`config.mk`:
```
export PLATFORM = sky130hd
export DESIGN_NAME = bus_msg_issuer
export DESIGN_NICKNAME = d
export VERILOG_FILES = /design/src/rtl/bus_msg_issuer_pkg.sv /design/src/rtl/bus_msg_issuer_fifo.sv /design/src/rtl/bus_msg_issuer.sv
export SDC_FILE = /design/constraint.sdc
export NUM_CORES = 1
export LEC_CHECK = 0
export BUFFER_PORTS_ARGS = -buffer_cell sky130_fd_sc_hd__buf_2
export CORE_MARGIN = 2
export CORE_UTILIZATION = 55
export CTS_BUF_LIST = sky130_fd_sc_hd__clkbuf_4
export DETAILED_ROUTE_END_ITERATION = 7
export PLACE_DENSITY = 0.73
export RECOVER_POWER = 25
export SLEW_MARGIN = 5
export SYNTH_ARGS = -nofsm -noshare
export SYNTH_HDL_FRONTEND = slang
export SYNTH_SLANG_ARGS = --single-unit
```
`constraint.sdc`:
```
create_clock -name clock -period 7.6 [get_ports clock]
set_input_delay 0.76 -clock clock [delete_from_list [all_inputs] [get_ports clock]]
set_output_delay 0.76 -clock clock [all_outputs]
set_load 0.01 [all_outputs]
```
`src/rtl/bus_msg_issuer_pkg.sv`:
```
// Shared encodings for the coherence bus message issuer: bus message codes,
// CPU-side MSI line states and the issue FSM states.
package bus_msg_issuer_pkg;

  typedef enum logic [1:0] {
    MSG_READ_MISS  = 2'b00,
    MSG_WRITE_MISS = 2'b01,
    MSG_INVALIDATE = 2'b10,
    MSG_WRITE_BACK = 2'b11
  } bus_msg_e;

  typedef enum logic [1:0] {
    INVALID  = 2'b00,
    SHARED   = 2'b01,
    MODIFIED = 2'b10
  } cpu_state_e;

  typedef enum logic [1:0] {
    IDLE  = 2'b00,
    REQ   = 2'b01,
    ISSUE = 2'b10
  } issue_state_e;

endpackage

```
`src/rtl/bus_msg_issuer_fifo.sv`:
```
// Circular message FIFO with a dual write port so a write-back and its
// companion miss land in consecutive slots in one cycle.
module msg_fifo #(
  parameter int DEPTH = 4,
  parameter int WIDTH = 10,
  localparam int AW = $clog2(DEPTH),
  localparam int CW = AW + 1
) (
  input  logic             clock,
  input  logic             resetn,
  input  logic             push0,
  input  logic [WIDTH-1:0] push0_data,
  input  logic             push1,
  input  logic [WIDTH-1:0] push1_data,
  input  logic             pop,
  output logic [WIDTH-1:0] head_data,
  output logic [CW-1:0]    count,
  output logic [CW-1:0]    next_count,
  output logic             full,
  output logic             empty
);

  logic [WIDTH-1:0] mem [DEPTH];
  logic [AW-1:0]    wr_ptr_q, wr_ptr_d, wr_ptr_p1;
  logic [AW-1:0]    rd_ptr_q, rd_ptr_d;
  logic [CW-1:0]    count_q, count_d;
  logic [CW-1:0]    n_push;
  logic             do_pop;

  assign full      = (count_q == CW'(DEPTH));
  assign empty     = (count_q == '0);
  assign head_data = mem[rd_ptr_q];
  assign count     = count_q;
  assign next_count = count_d;

  // NOTE: every signal written in always_comb gets a default first, so no path can infer a latch.
  always_comb begin
    n_push    = '0;
    wr_ptr_p1 = wr_ptr_q + AW'(1);
    do_pop    = pop & ~empty;
    if (push0) n_push = (push1) ? CW'(2) : CW'(1);
    wr_ptr_d  = wr_ptr_q + AW'(n_push);
    rd_ptr_d  = rd_ptr_q + AW'(do_pop);
    count_d   = count_q + n_push - CW'(do_pop);
  end

  // NOTE: state flops use non-blocking assignments so all registers update from pre-edge values.
  always_ff @(posedge clock or negedge resetn) begin
    if (!resetn) begin
      wr_ptr_q <= '0;
      rd_ptr_q <= '0;
      count_q  <= '0;
    end else begin
      wr_ptr_q <= wr_ptr_d;
      rd_ptr_q <= rd_ptr_d;
      count_q  <= count_d;
    end
  end

  // NOTE: storage is not reset; the pointers and count alone define which entries are live.
  always_ff @(posedge clock) begin
    if (push0)          mem[wr_ptr_q]  <= push0_data;
    if (push0 && push1) mem[wr_ptr_p1] <= push1_data;
  end

endmodule

```
`src/rtl/bus_msg_issuer.sv`:
```
// Encodes CPU-FSM command pulses into bus messages, queues them, and issues
// them on the snooping bus via req/grant, locking the bus after a write-back.
module bus_msg_issuer
  import bus_msg_issuer_pkg::*;
#(
  parameter int DEPTH  = 4,
  parameter int ADDR_W = 8
) (
  input  logic              clock,
  input  logic              resetn,
  input  logic              writeMiss,
  input  logic              readMiss,
  input  logic              writeBack,
  input  logic              invalidate,
  input  logic [ADDR_W-1:0] addr,
  input  logic              bus_grant,
  output logic              bus_req,
  output logic              bus_valid,
  output logic [1:0]        bus_msg,
  output logic [ADDR_W-1:0] bus_addr,
  output logic              ready,
  output logic              overflow,
  output logic              protocol_err
);

  localparam int CW = $clog2(DEPTH) + 1;
  localparam int W  = 2 + ADDR_W;

  issue_state_e      state_q, state_d;
  logic              bus_req_q, bus_req_d;
  logic              bus_valid_q, bus_valid_d;
  bus_msg_e          bus_msg_q, bus_msg_d;
  logic [ADDR_W-1:0] bus_addr_q, bus_addr_d;
  logic              ready_q, ready_d;
  logic              overflow_q, overflow_d;
  logic              protocol_err_q, protocol_err_d;

  logic              has_miss, fits, issue;
  bus_msg_e          miss_msg;
  logic              push0, push1, pop;
  logic [W-1:0]      push0_data, push1_data, head_data;
  logic [CW-1:0]     count, next_count;
  logic              full, empty;

  msg_fifo #(.DEPTH(DEPTH), .WIDTH(W)) u_fifo (
    .clock      (clock),
    .resetn     (resetn),
    .push0      (push0),
    .push0_data (push0_data),
    .push1      (push1),
    .push1_data (push1_data),
    .pop        (pop),
    .head_data  (head_data),
    .count      (count),
    .next_count (next_count),
    .full       (full),
    .empty      (empty)
  );

  // Capacity is judged on start-of-cycle occupancy; a pair is all-or-nothing.
  always_comb begin
    has_miss = writeMiss | readMiss | invalidate;
    miss_msg = writeMiss ? MSG_WRITE_MISS : (readMiss ? MSG_READ_MISS : MSG_INVALIDATE);
    fits     = (writeBack && has_miss) ? (count <= CW'(DEPTH - 2)) : !full;
    push0      = (writeBack | has_miss) & fits;
    push0_data = writeBack ? {MSG_WRITE_BACK, addr} : {miss_msg, addr};
    push1      = writeBack & has_miss & fits;
    push1_data = {miss_msg, addr};
    overflow_d = overflow_q | ((writeBack | has_miss) & !fits);
    protocol_err_d = (writeMiss & readMiss) | (writeMiss & invalidate) | (readMiss & invalidate);
    ready_d    = (next_count <= CW'(DEPTH - 2));
  end

  always_comb begin
    state_d     = state_q;
    issue       = 1'b0;
    bus_valid_d = 1'b0;
    bus_msg_d   = bus_msg_q;
    bus_addr_d  = bus_addr_q;
    pop         = 1'b0;
    case (state_q)
      IDLE:  if (!empty) state_d = REQ;
      REQ:   if (bus_grant && !empty) begin
               state_d = ISSUE;
               issue   = 1'b1;
             end
      // bus_msg_q is the message issued on the previous edge.
      ISSUE: if (bus_msg_q == MSG_WRITE_BACK && !empty) issue = 1'b1;
             else if (!empty) state_d = REQ;
             else             state_d = IDLE;
      default: state_d = IDLE;
    endcase
    if (issue) begin
      pop         = 1'b1;
      bus_valid_d = 1'b1;
      bus_msg_d   = bus_msg_e'(head_data[W-1 -: 2]);
      bus_addr_d  = head_data[ADDR_W-1:0];
    end
    bus_req_d = (state_d != IDLE);
  end

  always_ff @(posedge clock or negedge resetn) begin
    if (!resetn) begin
      state_q        <= IDLE;
      bus_req_q      <= 1'b0;
      bus_valid_q    <= 1'b0;
      bus_msg_q      <= MSG_READ_MISS;
      bus_addr_q     <= '0;
      ready_q        <= 1'b1;
      overflow_q     <= 1'b0;
      protocol_err_q <= 1'b0;
    end else begin
      state_q        <= state_d;
      bus_req_q      <= bus_req_d;
      bus_valid_q    <= bus_valid_d;
      bus_msg_q      <= bus_msg_d;
      bus_addr_q     <= bus_addr_d;
      ready_q        <= ready_d;
      overflow_q     <= overflow_d;
      protocol_err_q <= protocol_err_d;
    end
  end

  assign bus_req      = bus_req_q;
  assign bus_valid    = bus_valid_q;
  assign bus_msg      = bus_msg_q;
  assign bus_addr     = bus_addr_q;
  assign ready        = ready_q;
  assign overflow     = overflow_q;
  assign protocol_err = protocol_err_q;

endmodule

```
==> results.toml <==
[run_status]
status = "complete, no violations"

[cts]
cts_max_path_buffers = 2
cts_buffers = 9
post-cts-setup-buffer-count = 0
cts_tree = "done"
clock_latency_ns = 0.39
cts.hold.buffers_added = 0
path_clk_slew_ns = 0.09
clock_sinks = 64
cts_root_buf = "clkbuf_4"
h-tree-depth = 3
cts-resized-gates = 0

[floorplanning]
dieArea_mm2 = 0.00563
die_h_um = 75.1
start_util = 0.580
io_pins = 30
dieWidth_um = 75.1
core_mm2 = 0.00479
num_rows = 25

[yosys]
syn_area_mm2 = 0.00278
yosys.area.top_type_share = 0.432
synth_seq_cells = 64
ys_types = 42
syn_avg_cell_area_um2 = 16.6
ys_warn_count = 0
synth-seq-area-share = 0.649
syn_nets = 192
synth_area_leaders = "edfxtp_1, dfrtp_1, mux4_2, mux2_4, ha_1"
postSynthCellCount = 167
yosys.area.top_type = "edfxtp_1"

[route]
drt_first_iter_violations = 111
vias_per_cell = 5.50
remaining_drc_errors = 0
wl_per_cell_um = 16.6
via_count = 1495
drt_pass1_iterations = 4
ant_nets = 0
drt_wl_total_mm = 4.51

[worst_setup_path]
rrSetupSlack_ns = 4.41
cp.arrival_ns = 3.50
end_kind = "flip-flop"
crit_fanout = 12
start_kind = "flip-flop"
crit_type = "reg -> reg"
worstPathRequired_ns = 7.91

[finish]
drive_above_1_share = 0.293
final_common_cell = "edfxtp_1"
antenna_cells = 0
nets = 225
mostFrequentLayoutCells = "edfxtp_1, dfrtp_1, buf_2"
syn_to_final_growth_pct = 10.9

[timing]
max_slew.worst_pin.slew_ns = 1.30
setup_viol = 0
skew_ns = 0.0101
rsz0062_at_grt = "false"
tns_ns = 0
max_freq_mhz = 314
setup_ws_ns = 4.41
report.final.hold_viol_count = 0
slew_headroom = 0.134
finalCritPeriodShare = 0.420
slew_viol_final = 0
min_period_ns = 3.19

[pwr]
vdd_drop_max_mv = 0.216
p_sw_w = 0.000441
p_per_area_mw_per_mm2 = 429
power.leakage_nw = 1.20
p_int_w = 0.000880
power_frac_comb = 0.360
p_sw_frac = 0.334
clkPwrFrac = 0.162
seq_power_share = 0.478

[worst_hold_path]
hold_class = "reg -> reg"

[placed_design]
place.gp.congestion = 0.844
pre_cts_ws_ns = 4.36
portBuffers = 29
dp.final_hpwl_mm = 3.13

[job]
drv_cap = 0

[global_routing]
grt_pass1_wl_mm = 7.41
antenna_found_initial = 0
grt_pass1_vias = 1518
grt.total_usage = 0.190
grt.overflow.total = 0
grt_max_degree = 25
-- power groups by stage --
stage,registers (W),clock network [W],logic [W]
2_1_floorplan,0.000603,0,0.000390
3_3_place_gp,0.000633,0,0.000466
3_5_place_dp,0.000643,0,0.000485
4_1_cts,0.000635,0.000220,0.000486
5_1_grt,0.000652,0.000237,0.000531
6_report,0.000632,0.000214,0.000476
-- critical path: stages, from the launching register on --
cell and delay, ns:
dfrtp_1 0.42, inv_1 0.11, ha_1 0.23, nand4_2 0.15
a21boi_2 0.79, ha_1 0.38, inv_1 0.06, ha_1 0.13
inv_1 0.05, fa_1 0.37, xor2_1 0.16, xnor2_1 0.16
a21oi_1 0.13
-- Yosys cell counts, drive strengths merged --
| cell type | instances |
|---|---|
| a21boi | 3 |
| buf | 4 |
| clkbuf | 3 |
| or2 | 2 |
| a211oi | 1 |
| mux4 | 10 |
| nand3 | 1 |
| nand4b | 1 |
| nor4 | 1 |
| a31oi | 6 |
| dfrtp | 23 |
| edfxtp | 40 |
| or3 | 2 |
| ha | 9 |
| fa | 1 |
| a22o | 3 |
| nand2 | 3 |
| o31a | 1 |
| mux2 | 10 |
| o31ai | 1 |
| maj3 | 2 |
| dfstp | 1 |
| xor2 | 3 |
| o21ai | 1 |
| a221oi | 2 |
| xnor2 | 2 |
| and3 | 2 |
| nor2b | 2 |
| nand4 | 1 |
| a311oi | 1 |
| a21oi | 6 |
| a21o | 2 |
| and2 | 1 |
| inv | 9 |
| nor2 | 7 |
-- cell type report --
class | count | area (um^2)
Timing Repair Buffer | 29 | 134
Multi-Input combinational cell | 87 | 897
Clock buffer | 11 | 82.6
Fill cell | 354 | 1700
Clock inverter | 5 | 47.5
Sequential cell | 64 | 1800
Tap cell | 67 | 83.8
Inverter | 9 | 33.8
-- sequential cells by signal, indices dropped and copies added, names as in the netlist, 2 cells and up --
signal           flops
state_q              2
u_fifo.rd_ptr_q      2
u_fifo.wr_ptr_q      2
bus_msg              2
u_fifo.mem          40
u_fifo.count         3
bus_addr             8
-- through the flow --
stage	hold slack (ns)	power (W)	area (um^2)	cells	utilization
2_1_floorplan	0.464	0.000993	2780	167	-
3_3_place_gp	0.453	0.00110	2960	256	0.619
3_5_place_dp	0.461	0.00113	2960	256	0.619
4_1_cts	0.336	0.00134	3090	272	0.646
5_1_grt	0.524	0.00142	3080	272	0.644
6_report	0.475	0.00132	3080	272	0.644
-- cells by family after synthesis --
family / Yosys count / share of synthesized area
and+or+nand+nor: 23 / 0.0473
xor gates and xnor gates: 5 / 0.0158
buffers and inverters: 16 / 0.0279
AOI/OAI and AO/OA: 27 / 0.0712
DFF: 64 / 0.649
muxes: 20 / 0.134
adders and majority gates: 12 / 0.0550
-- worst paths after layout --
| check | end | from | depth (start not counted) |
|---|---|---|---|
| setup / recovery | ready | state_q[0] | 12 |
| setup reg to reg | ready | state_q[0] | 12 |
| max in group asynchronous | bus_msg[0] | resetn | 1 |
| hold / removal | overflow | overflow | 2 |
| hold reg to reg | overflow | overflow | 2 |
| min in group asynchronous | bus_addr[4] | resetn | 1 |
-- layer usage --
layer	global-route usage	part of all wire	vias up
met5	0	0	-
met4	0.113	0.019	0
met3	0.0535	0.040	9
met2	0.288	0.49	39
met1	0.247	0.45	737
li1	-	-	710
No activity file was read; power rests on OpenSTA's default activity.
